==> config.mk <==
export PLATFORM = sky130hd
export DESIGN_NAME = instr_loader
export DESIGN_NICKNAME = d
export VERILOG_FILES = /design/src/rtl/instr_loader_pkg.sv /design/src/rtl/instr_loader_word_packer.sv /design/src/rtl/instr_loader.sv
export SDC_FILE = /design/constraint.sdc
export NUM_CORES = 1
export LEC_CHECK = 0
export ABC_AREA = 1
export BUFFER_PORTS_ARGS = -buffer_cell sky130_fd_sc_hd__clkbuf_2
export CORE_MARGIN = 5
export CORE_UTILIZATION = 60
export DETAILED_ROUTE_END_ITERATION = 16
export PLACE_DENSITY_LB_ADDON = 0.1
export SLEW_MARGIN = 5
export SYNTH_ARGS = -nofsm -noshare
export SYNTH_HDL_FRONTEND = slang
export SYNTH_HIERARCHICAL = 1
export SYNTH_SLANG_ARGS = --single-unit
==> constraint.sdc <==
create_clock -name clk_i -period 5.3 [get_ports clk_i]
set_input_delay 0.795 -clock clk_i [delete_from_list [all_inputs] [get_ports clk_i]]
set_output_delay 0.795 -clock clk_i [all_outputs]
set_load 0.01 [all_outputs]
==> src/rtl/instr_loader_pkg.sv <==
// Shared types and constants for the byte-stream instruction loader.
// Holds the FSM state encoding and the stream framing sizes.
package loader_pkg;

  typedef enum logic [2:0] {
    S_IDLE,
    S_LEN_LO,
    S_LEN_HI,
    S_DATA,
    S_ERR
  } loader_state_t;

  localparam int HDR_BYTES  = 2;
  localparam int WORD_BYTES = 4;
  localparam int ADDR_SHIFT = 2;

  // Word index to word-aligned byte address, zero-extended.
  function automatic logic [31:0] word_addr(input logic [15:0] idx);
    return 32'(idx) << ADDR_SHIFT;
  endfunction

endpackage

==> src/rtl/instr_loader_word_packer.sv <==
// Assembles little-endian 32-bit words from a byte stream; pulses
// word_valid_o for one cycle after the 4th byte of a word is taken.
module word_packer
  import loader_pkg::*;
(
  input  logic        clk_i,
  input  logic        rst_i,
  input  logic        clr_i,
  input  logic        byte_valid_i,
  input  logic [7:0]  byte_i,
  output logic [31:0] word_o,
  output logic        word_valid_o
);

  logic [31:0] word_q, word_d;
  logic [1:0]  idx_q, idx_d;
  logic        valid_q, valid_d;

  always_comb begin
    word_d  = word_q;
    idx_d   = idx_q;
    valid_d = 1'b0;
    if (clr_i) begin
      idx_d = '0;
    end else if (byte_valid_i) begin
      // First byte received ends up in the least-significant lane.
      word_d  = {byte_i, word_q[31:8]};
      idx_d   = idx_q + 2'd1;
      valid_d = (idx_q == 2'(WORD_BYTES - 1));
    end
  end

  always_ff @(posedge clk_i or posedge rst_i) begin
    if (rst_i) begin
      word_q  <= '0;
      idx_q   <= '0;
      valid_q <= 1'b0;
    end else begin
      word_q  <= word_d;
      idx_q   <= idx_d;
      valid_q <= valid_d;
    end
  end

  assign word_o       = word_q;
  assign word_valid_o = valid_q;

endmodule

==> src/rtl/instr_loader.sv <==
// Instruction memory write-side loader: parses a length-prefixed byte
// stream, writes words to memory and holds the core in reset meanwhile.
module instr_loader
  import loader_pkg::*;
#(
  parameter int MEM_WORDS   = 1024,
  parameter int TIMEOUT_CYC = 1_000_000
) (
  input  logic        clk_i,
  input  logic        rst_i,
  input  logic        load_req_i,
  input  logic        rx_valid_i,
  input  logic [7:0]  rx_data_i,
  output logic        mem_we_o,
  output logic [31:0] mem_addr_o,
  output logic [31:0] mem_wdata_o,
  output logic        core_rst_o,
  output logic        busy_o,
  output logic        done_o,
  output logic        err_o
);

  localparam int CW = $clog2(TIMEOUT_CYC + 1);

  loader_state_t state_q, state_d;
  logic [15:0]   len_q, len_d;
  logic [15:0]   word_idx_q, word_idx_d;
  logic [7:0]    len_lo_q, len_lo_d;
  logic [CW-1:0] cnt_q, cnt_d;
  logic          core_rst_q, core_rst_d;
  logic          busy_q, busy_d;
  logic          done_q, done_d;
  logic          err_q, err_d;

  logic          pk_valid, pk_clr, word_valid;
  logic [31:0]   word;
  logic [16:0]   n_hdr;
  logic          tmo;

  assign n_hdr    = {1'b0, rx_data_i, len_lo_q};
  assign tmo      = (cnt_q == CW'(TIMEOUT_CYC - 1));
  assign pk_valid = rx_valid_i && !load_req_i && (state_q == S_DATA);
  assign pk_clr   = load_req_i || (state_q != S_DATA);

  word_packer u_packer (
    .clk_i        (clk_i),
    .rst_i        (rst_i),
    .clr_i        (pk_clr),
    .byte_valid_i (pk_valid),
    .byte_i       (rx_data_i),
    .word_o       (word),
    .word_valid_o (word_valid)
  );

  always_comb begin
    state_d    = state_q;
    len_d      = len_q;
    len_lo_d   = len_lo_q;
    word_idx_d = word_idx_q;
    cnt_d      = '0;
    done_d     = 1'b0;
    if (load_req_i) begin
      state_d    = S_LEN_LO;
      word_idx_d = '0;
    end else begin
      unique case (state_q)
        S_LEN_LO: begin
          if (rx_valid_i) begin
            len_lo_d = rx_data_i;
            state_d  = S_LEN_HI;
          end else if (tmo) state_d = S_ERR;
          else cnt_d = cnt_q + 1'b1;
        end
        S_LEN_HI: begin
          if (rx_valid_i) begin
            if (n_hdr == 17'd0 || n_hdr > 17'(MEM_WORDS)) begin
              state_d = S_ERR;
            end else begin
              state_d    = S_DATA;
              len_d      = n_hdr[15:0];
              word_idx_d = '0;
            end
          end else if (tmo) state_d = S_ERR;
          else cnt_d = cnt_q + 1'b1;
        end
        S_DATA: begin
          if (rx_valid_i) cnt_d = '0;
          else if (tmo) state_d = S_ERR;
          else cnt_d = cnt_q + 1'b1;
          // The write cycle of the final word ends the load at this edge.
          if (word_valid) begin
            word_idx_d = word_idx_q + 16'd1;
            if (word_idx_q == len_q - 16'd1) begin
              state_d = S_IDLE;
              done_d  = 1'b1;
            end
          end
        end
        default: ;
      endcase
    end
    busy_d     = (state_d == S_LEN_LO) || (state_d == S_LEN_HI) || (state_d == S_DATA);
    core_rst_d = (state_d != S_IDLE);
    err_d      = (state_d == S_ERR);
  end

  always_ff @(posedge clk_i or posedge rst_i) begin
    if (rst_i) begin
      state_q    <= S_IDLE;
      len_q      <= '0;
      len_lo_q   <= '0;
      word_idx_q <= '0;
      cnt_q      <= '0;
      core_rst_q <= 1'b1;
      busy_q     <= 1'b0;
      done_q     <= 1'b0;
      err_q      <= 1'b0;
    end else begin
      state_q    <= state_d;
      len_q      <= len_d;
      len_lo_q   <= len_lo_d;
      word_idx_q <= word_idx_d;
      cnt_q      <= cnt_d;
      core_rst_q <= core_rst_d;
      busy_q     <= busy_d;
      done_q     <= done_d;
      err_q      <= err_d;
    end
  end

  assign mem_we_o    = word_valid;
  assign mem_wdata_o = word;
  assign mem_addr_o  = word_addr(word_idx_q);
  assign core_rst_o  = core_rst_q;
  assign busy_o      = busy_q;
  assign done_o      = done_q;
  assign err_o       = err_q;

endmodule

==> reports/metrics.csv, run 1 <==
stage,metric,value,unit
layout,antenna-diode-count,0,
die,rows,35,
cts,clock_tree_root_driver_cell,clkbuf_8,
sta,setup_repair_after_global_routing_missed_its_margin,no,
sta,period_minus_slack,2.38,ns
layout,final_cell_area,6190,µm²
min_path,hp-start,cnt_q[0],
sta,tightest_slew,0.850,ns
synth,postSynthRegisterBits,102,
sta,number_of_slew_limit_violations_in_the_final_report,0,
routing,post_drt_via_cell_ratio,5.28,
die,starting_density_of_the_core,61.4,%
worst_setup_path,reg2reg_depth,11,
worst_setup_path,cp.required,5.58,ns
cts,cts-root-to-sink-buffers,2,
cts,tritoncts_num_sinks,102,
synth,synth-edff-count,0,
place,routabilityCongestion,0.915,
cts,worst_setup_hold_path_clk_slew,0.11,ns
worst_setup_path,critical_path_peak_fanout,5,
worst_setup_path,kind_of_critical_path,flip-flop to flip-flop,
worst_setup_path,critPathLaunchType,flip-flop,
worst_setup_path,r2r-end,done_o,
routing,drt_wl_total,12.9,mm
worst_setup_path,timing.reg2reg.setup_slack,2.92,ns
cts,inserted_clock_buffers,9,
grt,grt_antenna_before_repair,0,
worst_setup_path,critical_path.max_stage_delay,0.46,ns
die,die_y,107,µm
worst_setup_path,critPathArrivalTime,2.67,ns
die,die-area,11500,µm²
sta,fmax,419,MHz
run_status,outcome,"finished, final reports clean",
place,placedInstanceArea,5990,µm²
synth,synth-warning-count,6,
cts,clock_latency_late_sink,0.37,ns
place,number_of_buffers_added_on_ports,64,
routing,via_total_after_detailed_routing,4918,
routing,routedWlPerCell,13.8,µm
die,fp.dieW,107,µm
power,peakVddDrop,182,µV
place,hpwl,9.70,mm
synth,syn-cell-area,5670,µm²
sta,final.period_utilization,45.0,%
synth,postSynth.asyncResetShare,100,%
cts,clock_tree_from_tritoncts,done,
worst_setup_path,path_delay_family,simple AND/OR/NAND/NOR gates,
layout,filler_cell_count,804,
layout,multiInputGateArea,2570,µm²
sta,setup-tns-final,0,ns
layout,final_layout_size_suffix_gt1_share,16.4,%
routing,drc_errors,0,
grt,grt_pass1_wl,21.8,mm
grt,grt_pass1_vias,4592,
synth,synthesis.instances,737,
worst_setup_path,timing.critical_path.slowest_stage_cell,dfrtp_1,
sta,number_of_endpoints_failing_setup_at_the_final_stage,0,
die,io_pins,81,
synth,seq_area_frac_synth,45.0,%
layout,area_growth,9.07,%
min_path,holdCritPathClass,flip-flop to flip-flop,
die,coreArea,9240,µm²
worst_setup_path,critical_path.startpoint,len_q[0],
grt,gr-usage-all-layers,23.4,%
layout,final_nets,814,
min_path,hold_path_stages,1,
synth,synth_cell_types,48,
cts,post_cts_resized,0,
sta,timing.clock.skew,0.0121,ns
worst_setup_path,crit_chain,"inv_2, ha_1, nand2_1, nor2_1, nand2_1, a21oi_1, nand4_1, or3b_1, nor3_1, nand4_1, nor2_1",
layout,sequential_cell_area,2550,µm²
power,power_density,294,nW/µm²
cts,ctsHoldBuffers,0,
min_path,holdPathEnd,cnt_q[0],
worst_setup_path,reg_to_reg_critical_path_startpoint,len_q[0],
cts,post_cts.repair.setup_buffers,0,
routing,dr.first_iter.drc_count,316,
run,max-cap-violations,0,
routing,drtPass1Iterations,5,
cts,htreeDepth,3,
grt,grt_max_degree,68,
grt,grt.overflow.total,0,
worst_setup_path,crit_path_end_kind,flip-flop,
routing,postRouteAntennaNets,0,
sta,slew_headroom,43.3,%
synth,yosys_most_used_dff,dfrtp_1,
synth,postSynthAreaPerCell,7.70,µm²
worst_setup_path,buf_inv_stages_crit_path,1,
sta,timing_hold_violations_final,0,
power,static-leakage-power,3.30,nW
==> sequential cells by signal, summed over array words and instances, names as in the netlist <==
name and count:
core_rst_o 1, u_packer/word_o 32, u_packer/word_valid_o 1, u_packer/idx_q 2
done_o 1, len_lo_q 8, busy_o 1, len_q 16
err_o 1, state_q 3, word_idx_q 16, cnt_q 20
==> layer usage <==
metal / vias to the layer above / GRT usage [%] / share of wire (%)
li1: 2440 / - / -
met1: 2339 / 30.9 / 44
met2: 121 / 38.8 / 50
met3: 18 / 4.39 / 4.5
met4: 0 / 7.76 / 1.6
met5: - / 0 / 0
==> where the power goes <==
part | total [mW] | switching (mW) | leakage (nW) | internal, mW
clock network | 0.489 | 0.303 | 0.0981 | 0.186
registers | 0.886 | 0.0406 | 1.39 | 0.846
logic | 0.442 | 0.312 | 1.81 | 0.130
total | 1.82 | 0.655 | 3.30 | 1.16
==> how the worst max path moves through the flow <==
stage / slack, ns / depth (start not counted) / to
2_1_floorplan: 2.82 / 1 / busy_o
6_report: 2.92 / 11 / done_o
3_5_place_dp: 2.68 / 8 / len_q[0]
4_1_cts: 2.93 / 18 / err_o
3_3_place_gp: 2.80 / 10 / word_idx_q[5]
5_1_grt: 2.72 / 18 / err_o
==> per-stage QoR <==
step                      power, mW  std cells  hold slack, ns  utilization, %  setup WS (ns)
after floorplan                1.24        752           0.424               -           2.82
after global placement         1.32        916           0.436            64.8           2.80
after detailed placement       1.34        916           0.452            64.8           2.68
after CTS                      1.83        932           0.467            66.9           2.93
after global routing           1.93        932           0.496            66.9           2.72
final                          1.82        932           0.465            66.9           2.92
==> Yosys cell counts, types with 2 or more instances <==
cell,count,share of area (%)
a31oi_1,2,0.22
buf_6,4,0.79
nand3_2,4,0.71
dfrtp_1,101,45
clkbuf_1,4,0.26
xnor2_1,9,1.4
nand3_1,69,6.1
nand4_1,11,1.2
nand2_4,2,0.40
nor2_1,68,4.5
nor3b_1,4,0.53
nor3_1,20,1.8
xor2_1,12,1.9
nand2_1,196,13
nor4_1,4,0.44
nand2_2,16,1.8
a21oi_1,24,2.1
buf_4,20,2.6
nand3b_1,2,0.26
inv_1,87,5.8
inv_2,7,0.46
buf_2,2,0.18
o41ai_1,4,0.62
nor2_2,10,1.1
o21ai_0,29,2.6
ha_1,4,0.88
==> layout make-up <==
cell class | count | share of cell area (%)
clock buffer | 9 | 2.00
clock inverter | 7 | 1.21
inverter | 95 | 5.76
multi-input combinational | 523 | 41.6
sequential | 102 | 41.3
tap | 129 | 2.61
timing repair buffer | 67 | 5.54
==> cell usage in the layout, fill, tap and decap left out, types with 2 or more instances in the layout <==
| master | n |
|---|---|
| nand2_1 | 196 |
| dfrtp_1 | 101 |
| inv_1 | 86 |
| nand3_1 | 69 |
| nor2_1 | 67 |
| clkbuf_2 | 64 |
| o21ai_0 | 29 |
| a21oi_1 | 24 |
| nor3_1 | 20 |
| nand2_2 | 16 |
| conb_1 | 16 |
| xor2_1 | 12 |
| nor2_2 | 11 |
| nand4_1 | 11 |
| xnor2_1 | 9 |
| clkbuf_8 | 9 |
| inv_2 | 8 |
| o41ai_1 | 4 |
| nand3_2 | 4 |
| nor4_1 | 4 |
| nor3b_1 | 4 |
| ha_1 | 4 |
| inv_8 | 3 |
| buf_4 | 3 |
| a31oi_1 | 2 |
| nand3b_1 | 2 |
| nand2_4 | 2 |
| clkinv_4 | 2 |
==> kinds of logic (layout without fill, tap and decap cells) <==
family	count (synthesis)	after routing	share of synthesized area [%]
flops	102	102	45.0
buf+inv	127	178	10.7
fa+ha+maj	4	4	0.882
compound gates	67	67	6.77
simple gates	415	415	33.4
other cells	1	16	0.0661
xor+xnor	21	21	3.24
No activity file was read; power rests on OpenSTA's default activity.
==> inputs of run 2 (changes only) <==
--- a/config.mk
+++ b/config.mk
@@ -8,7 +8,7 @@
 export ABC_AREA = 1
 export BUFFER_PORTS_ARGS = -buffer_cell sky130_fd_sc_hd__clkbuf_2
 export CORE_MARGIN = 5
-export CORE_UTILIZATION = 60
+export CORE_UTILIZATION = 52
 export DETAILED_ROUTE_END_ITERATION = 16
 export PLACE_DENSITY_LB_ADDON = 0.1
 export SLEW_MARGIN = 5
==> constraint.sdc (replaced) <==
create_clock -name clk_i -period 2.15 [get_ports clk_i]
set_input_delay 0.3225 -clock clk_i [delete_from_list [all_inputs] [get_ports clk_i]]
set_output_delay 0.3225 -clock clk_i [all_outputs]
set_load 0.01 [all_outputs]
==> run 2 against run 1 <==
Against the previous run:
- fmax grew 12%
- clock skew grew 0.00069 ns
- clock-buffer cell count is the same
- critical path depth grew 7
- sequential power grew 150%
- clock power grew to 2.7 times the previous value
- worst setup slack lost 2.9 ns
- cell count grew 4.4%
- critical endpoint is now err_o
- largest cell class unchanged
- highest routed layer unchanged
==> reports/metrics.csv, run 2 (synthesis gave the netlist of run 1 again) <==
stage,metric,value,unit
cts,tritoncts_num_sinks,102,
min_path,holdCritPathClass,primary input to async pin,
power,peakVddDrop,321,µV
worst_setup_path,crit_path_end_kind,flip-flop,
place,hpwl,9.95,mm
place,placed_cells_incl_taps,946,
die,starting_density_of_the_core,52.8,%
layout,finish.cell_count_without_fillers,973,
place,routabilityCongestion,0.923,
layout,area_growth,17.4,%
sta,period_minus_slack,2.14,ns
run,max-cap-violations,0,
cts,worst_setup_hold_path_clk_slew,0.10,ns
sta,number_of_slew_limit_violations_in_the_final_report,0,
worst_setup_path,cp.required,2.46,ns
cts,ctsHoldBuffers,0,
place,number_of_buffers_added_on_ports,64,
sta,number_of_endpoints_failing_setup_at_the_final_stage,0,
die,io_pins,81,
sta,setup_repair_after_global_routing_missed_its_margin,yes,
layout,final_nets,846,
sta,whs,0.0132,ns
routing,drc_errors,0,
cts,clock_tree_from_tritoncts,done,
cts,htreeDepth,3,
worst_setup_path,kind_of_critical_path,flip-flop to flip-flop,
grt,grt_antenna_before_repair,0,
routing,postRouteAntennaNets,0,
die,die_y,114,µm
die,coreArea,10700,µm²
layout,layout_commonest_cell,nand2_1,
grt,grt_pass1_vias,4720,
grt,grt.overflow.total,0,
layout,antenna-diode-count,0,
sta,timing_hold_violations_final,0,
worst_setup_path,critPathLaunchType,flip-flop,
routing,via_total_after_detailed_routing,4981,
grt,grt_pass1_wl,22.1,mm
worst_setup_path,critPathArrivalTime,2.44,ns
grt,gr-usage-all-layers,20.6,%
grt,grt_max_degree,68,
power,power_density,714,nW/µm²
sta,tightest_slew,0.511,ns
sta,final.period_utilization,99.4,%
routing,drtPass1Iterations,5,
routing,drt_wl_total,13.7,mm
layout,layout.cells.most_common_list,"nand2_1, dfrtp_1, inv_1",
die,die-area,13100,µm²
run_status,outcome,"finished, final reports clean",
cts,clock_latency_late_sink,0.37,ns
routing,post_drt_via_cell_ratio,5.12,
cts,cts-root-to-sink-buffers,2,
layout,largest_register_ffs,32,
layout,final_layout_size_suffix_gt1_share,23.4,%
sta,slew_headroom,65.8,%
power,static-leakage-power,3.50,nW
cts,inserted_clock_buffers,9,
routing,dr.first_iter.drc_count,343,
routing,routedWlPerCell,14.1,µm
sta,timing.clock.skew,0.0128,ns
cts,clock_tree_root_driver_cell,clkbuf_8,
die,fp.dieW,114,µm
worst_setup_path,critical_path_peak_fanout,8,
die,rows,38,
sta,fmax,468,MHz
run 2: through the flow:
step	util (%)	power [mW]	setup slack, ns	setup TNS (ns)	area [µm²]
2_1_floorplan	-	3.05	0.146	0	5730
3_3_place_gp	57.4	3.33	0.0132	0	6170
3_5_place_dp	57.4	3.37	-0.00122	-0.00122	6170
4_1_cts	59.4	4.68	0.00447	0	6380
5_1_grt	62.0	5.04	-0.166	-0.964	6660
6_report	62.0	4.75	0.0126	0	6660
run 2: layer usage:
| metal | part of all wire, % | up-vias | global-route usage (%) |
|---|---|---|---|
| met5 | 0 | - | 0 |
| met1 | 45 | 2362 | 27.9 |
| met3 | 2.9 | 20 | 2.91 |
| li1 | - | 2500 | - |
| met2 | 50 | 99 | 33.9 |
| met4 | 1.8 | 0 | 7.13 |
run 2: layout make-up:
class / instances / area [µm²]
Timing Repair Buffer: 99 / 612
Sequential cell: 102 / 2560
Inverter: 95 / 359
Multi-Input combinational cell: 523 / 2750
Fill cell: 990 / 4090
Clock inverter: 5 / 83.8
Clock buffer: 9 / 124
Tap cell: 140 / 175
run 2: power breakdown:
group          internal, mW  switching [mW]
clock                 0.648           0.673
combinational         0.417           0.817
sequential             2.09           0.113
total                  3.15            1.60
run 2: timing repair:
action | 4_1_cts | 5_1_grt
resized for setup | 1 | 48
endpoints found under the setup margin | 2 | 24
pin swaps | 0 | 11
setup buffers | 0 | 13
run 2: final timing paths:
check	start	endpoint	slack, ns	depth (start not counted)
setup reg to reg	len_q[1]	err_o	0.01	18
min in group clk_i	rx_data_i[1]	u_packer/word_o[25]	0.23	3
setup / recovery	len_q[1]	err_o	0.01	18
hold reg to reg	u_packer/word_o[4]	u_packer/word_o[4]	0.50	2
max in group asynchronous	rst_i	u_packer/word_valid_o	1.78	3
hold / removal	rst_i	cnt_q[18]	0.01	3
run 2: worst max-delay path, cell delays in order, from the launching register on:
cell     delay, ns
dfrtp_1       0.41
buf_6         0.13
nor2_4        0.15
nand2_4       0.10
nor2_8        0.16
nand2_1       0.07
nand2_1       0.06
nand2_1       0.08
nor2_1        0.11
nand2_1       0.06
nor2_1        0.08
nand3_1       0.10
nand2_2       0.11
nand3_2       0.06
nand2_1       0.06
nand2_1       0.07
nand2_2       0.12
nand2_1       0.08
nor2_2        0.08
==> inputs of run 3 (changes only) <==
==> constraint.sdc (replaced) <==
create_clock -name clk_i -period 1.85 [get_ports clk_i]
set_input_delay 0.2775 -clock clk_i [delete_from_list [all_inputs] [get_ports clk_i]]
set_output_delay 0.2775 -clock clk_i [all_outputs]
set_load 0.01 [all_outputs]
==> run 3 against run 2 <==
Against the previous run:
- the run now ends with setup timing left
- register-to-register slack worse by 0.33 ns
- wire length rose by 14%
- final area is 18% higher
- utilization up 11 points
- global-route usage increased by 2.1 points
- critical path type unchanged
- critical endpoint is now done_o
- largest power group unchanged
==> reports/metrics.csv, run 3 (synthesis gave the netlist of run 1 again) <==
stage,metric,value,unit
grt,gr-usage-all-layers,22.7,%
place,detailedPlace.worstSlack,-0.255,ns
sta,timing.clock.skew,0.0145,ns
grt,grt.overflow.total,0,
worst_setup_path,critical_path_peak_fanout,3,
sta,timing_hold_violations_final,0,
layout,antenna-diode-count,0,
place,routabilityCongestion,0.911,
sta,final.period_utilization,117,%
sta,period_minus_slack,2.17,ns
cts,cts-root-to-sink-buffers,2,
cts,inserted_clock_buffers,9,
routing,dr.first_iter.drc_count,341,
worst_setup_path,crit_path_end_kind,flip-flop,
sta,setup_repair_after_global_routing_missed_its_margin,yes,
cts,clock_latency_late_sink,0.39,ns
layout,layout.cells.most_common_list,"nand2_1, buf_4, dfrtp_1",
routing,routedWlPerCell,14.6,µm
run_status,failed_checks,setup timing,
run,max-cap-violations,0,
layout,utilization,73.0,%
layout,final_nets,941,
sta,number_of_endpoints_failing_setup_at_the_final_stage,48,
layout,final_cell_area,7850,µm²
power,peakVddDrop,474,µV
routing,post_drt_via_cell_ratio,5.16,
sta,slew_headroom,61.4,%
die,die-area,13100,µm²
routing,drtPass1Iterations,7,
die,coreArea,10700,µm²
grt,grt_antenna_before_repair,0,
die,fp.dieW,114,µm
min_path,holdCritPathClass,primary input to flip-flop,
die,starting_density_of_the_core,52.8,%
grt,grt_pass1_vias,5227,
cts,worst_setup_hold_path_clk_slew,0.11,ns
layout,largest_register_ffs,32,
sta,fmax,461,MHz
place,placedInstanceArea,6730,µm²
cts,tritoncts_num_sinks,102,
die,rows,38,
routing,drt_wl_total,15.6,mm
place,number_of_buffers_added_on_ports,64,
layout,layout_commonest_cell,nand2_1,
worst_setup_path,critPathArrivalTime,2.47,ns
worst_setup_path,kind_of_critical_path,flip-flop to flip-flop,
cts,clock_tree_from_tritoncts,done,
run_status,outcome,finished with violations,
layout,area_growth,38.3,%
layout,final_layout_size_suffix_gt1_share,38.2,%
grt,grt_pass1_wl,24.1,mm
routing,drc_errors,0,
worst_setup_path,critPathLaunchType,flip-flop,
routing,via_total_after_detailed_routing,5519,
power,power_density,760,nW/µm²
sta,number_of_slew_limit_violations_in_the_final_report,0,
power,static-leakage-power,4.19,nW
grt,grt_max_degree,68,
cts,clock_tree_root_driver_cell,clkbuf_8,
cts,htreeDepth,3,
sta,layout_setup_ws,-0.317,ns
worst_setup_path,cp.required,2.16,ns
routing,postRouteAntennaNets,0,
die,die_y,114,µm
die,io_pins,81,
place,hpwl,10.5,mm
sta,tightest_slew,0.579,ns
[run 3: cell types whose count changed in the layout (fill, tap and decap cells not counted), moves of 5 or more]
cell     before  now
nand2_2      20   42
nor2_1       61   56
buf_4        32  108
buf_6         1   12
o21ai_2       1   11
nand2_1     191  165
inv_1        84   76
o21ai_1       2   11
o21ai_0      27    7
inv_2         9   16
[run 3: routing by layer]
layer	wire length, µm	global-route usage [%]	vias up
met2	8150	39.2	147
met4	427	7.36	0
met3	693	3.75	40
li1	-	-	2714
met1	6360	29.0	2618
met5	0	0	-
[run 3: critical path, cell delays in order, from the launching register on]
cell,delay [ns]
dfrtp_1,0.41
buf_6,0.13
nor2_4,0.14
nand2_4,0.10
buf_6,0.13
nand2_4,0.05
nand2_2,0.05
nand2_2,0.08
buf_6,0.09
nand4_1,0.07
or3b_1,0.40
nor3_2,0.17
nand4_1,0.13
nor2_1,0.14
[run 3: area by class of cell]
type / instances / area, µm²
multi-input combinational: 523 / 3070
fill: 831 / 2900
sequential: 102 / 2560
timing repair buffer: 194 / 1470
inverter: 95 / 375
tap: 140 / 175
clock buffer: 9 / 124
clock inverter: 7 / 75.1
[run 3: worst paths after layout]
kind	from	end	slack [ns]	cells after the start
worst max-delay path	len_q[1]	done_o	-0.32	13
worst min-delay path	rx_data_i[3]	u_packer/word_o[27]	0.17	3
worst max register to register	len_q[1]	done_o	-0.32	13
worst min register to register	u_packer/idx_q[1]	u_packer/idx_q[1]	0.50	2
max in group asynchronous	rst_i	u_packer/word_valid_o	0.99	4
min in group asynchronous	rst_i	cnt_q[11]	0.53	4
[run 3: where the power goes]
group	internal, mW	switching (mW)
clock	0.536	0.889
combinational	0.822	1.16
sequential	2.42	0.130
total	3.78	2.18
[run 3: through the flow]
| step | hold WS, ns | total power [mW] | instances | TNS [ns] |
|---|---|---|---|---|
| after CTS | 0.152 | 5.74 | 1053 | -3.49 |
| after detailed placement | 0.405 | 4.16 | 1015 | -4.46 |
| after global placement | 0.399 | 4.12 | 1015 | -2.89 |
| after floorplan | 0.423 | 3.55 | 752 | 0 |
| after global routing | 0.156 | 6.31 | 1070 | -17.76 |
| final | 0.167 | 5.96 | 1070 | -6.49 |
[run 3: what timing repair did]
item / CTS / global route
pin swaps: 18 / 38
cloned: 3 / 1
setup endpoints to repair: 61 / 85
buffers inserted: 19 / 18
hold buffers: 1 / 0
endpoints found under the hold margin: 63 / 0
gates resized for setup: 73 / 98
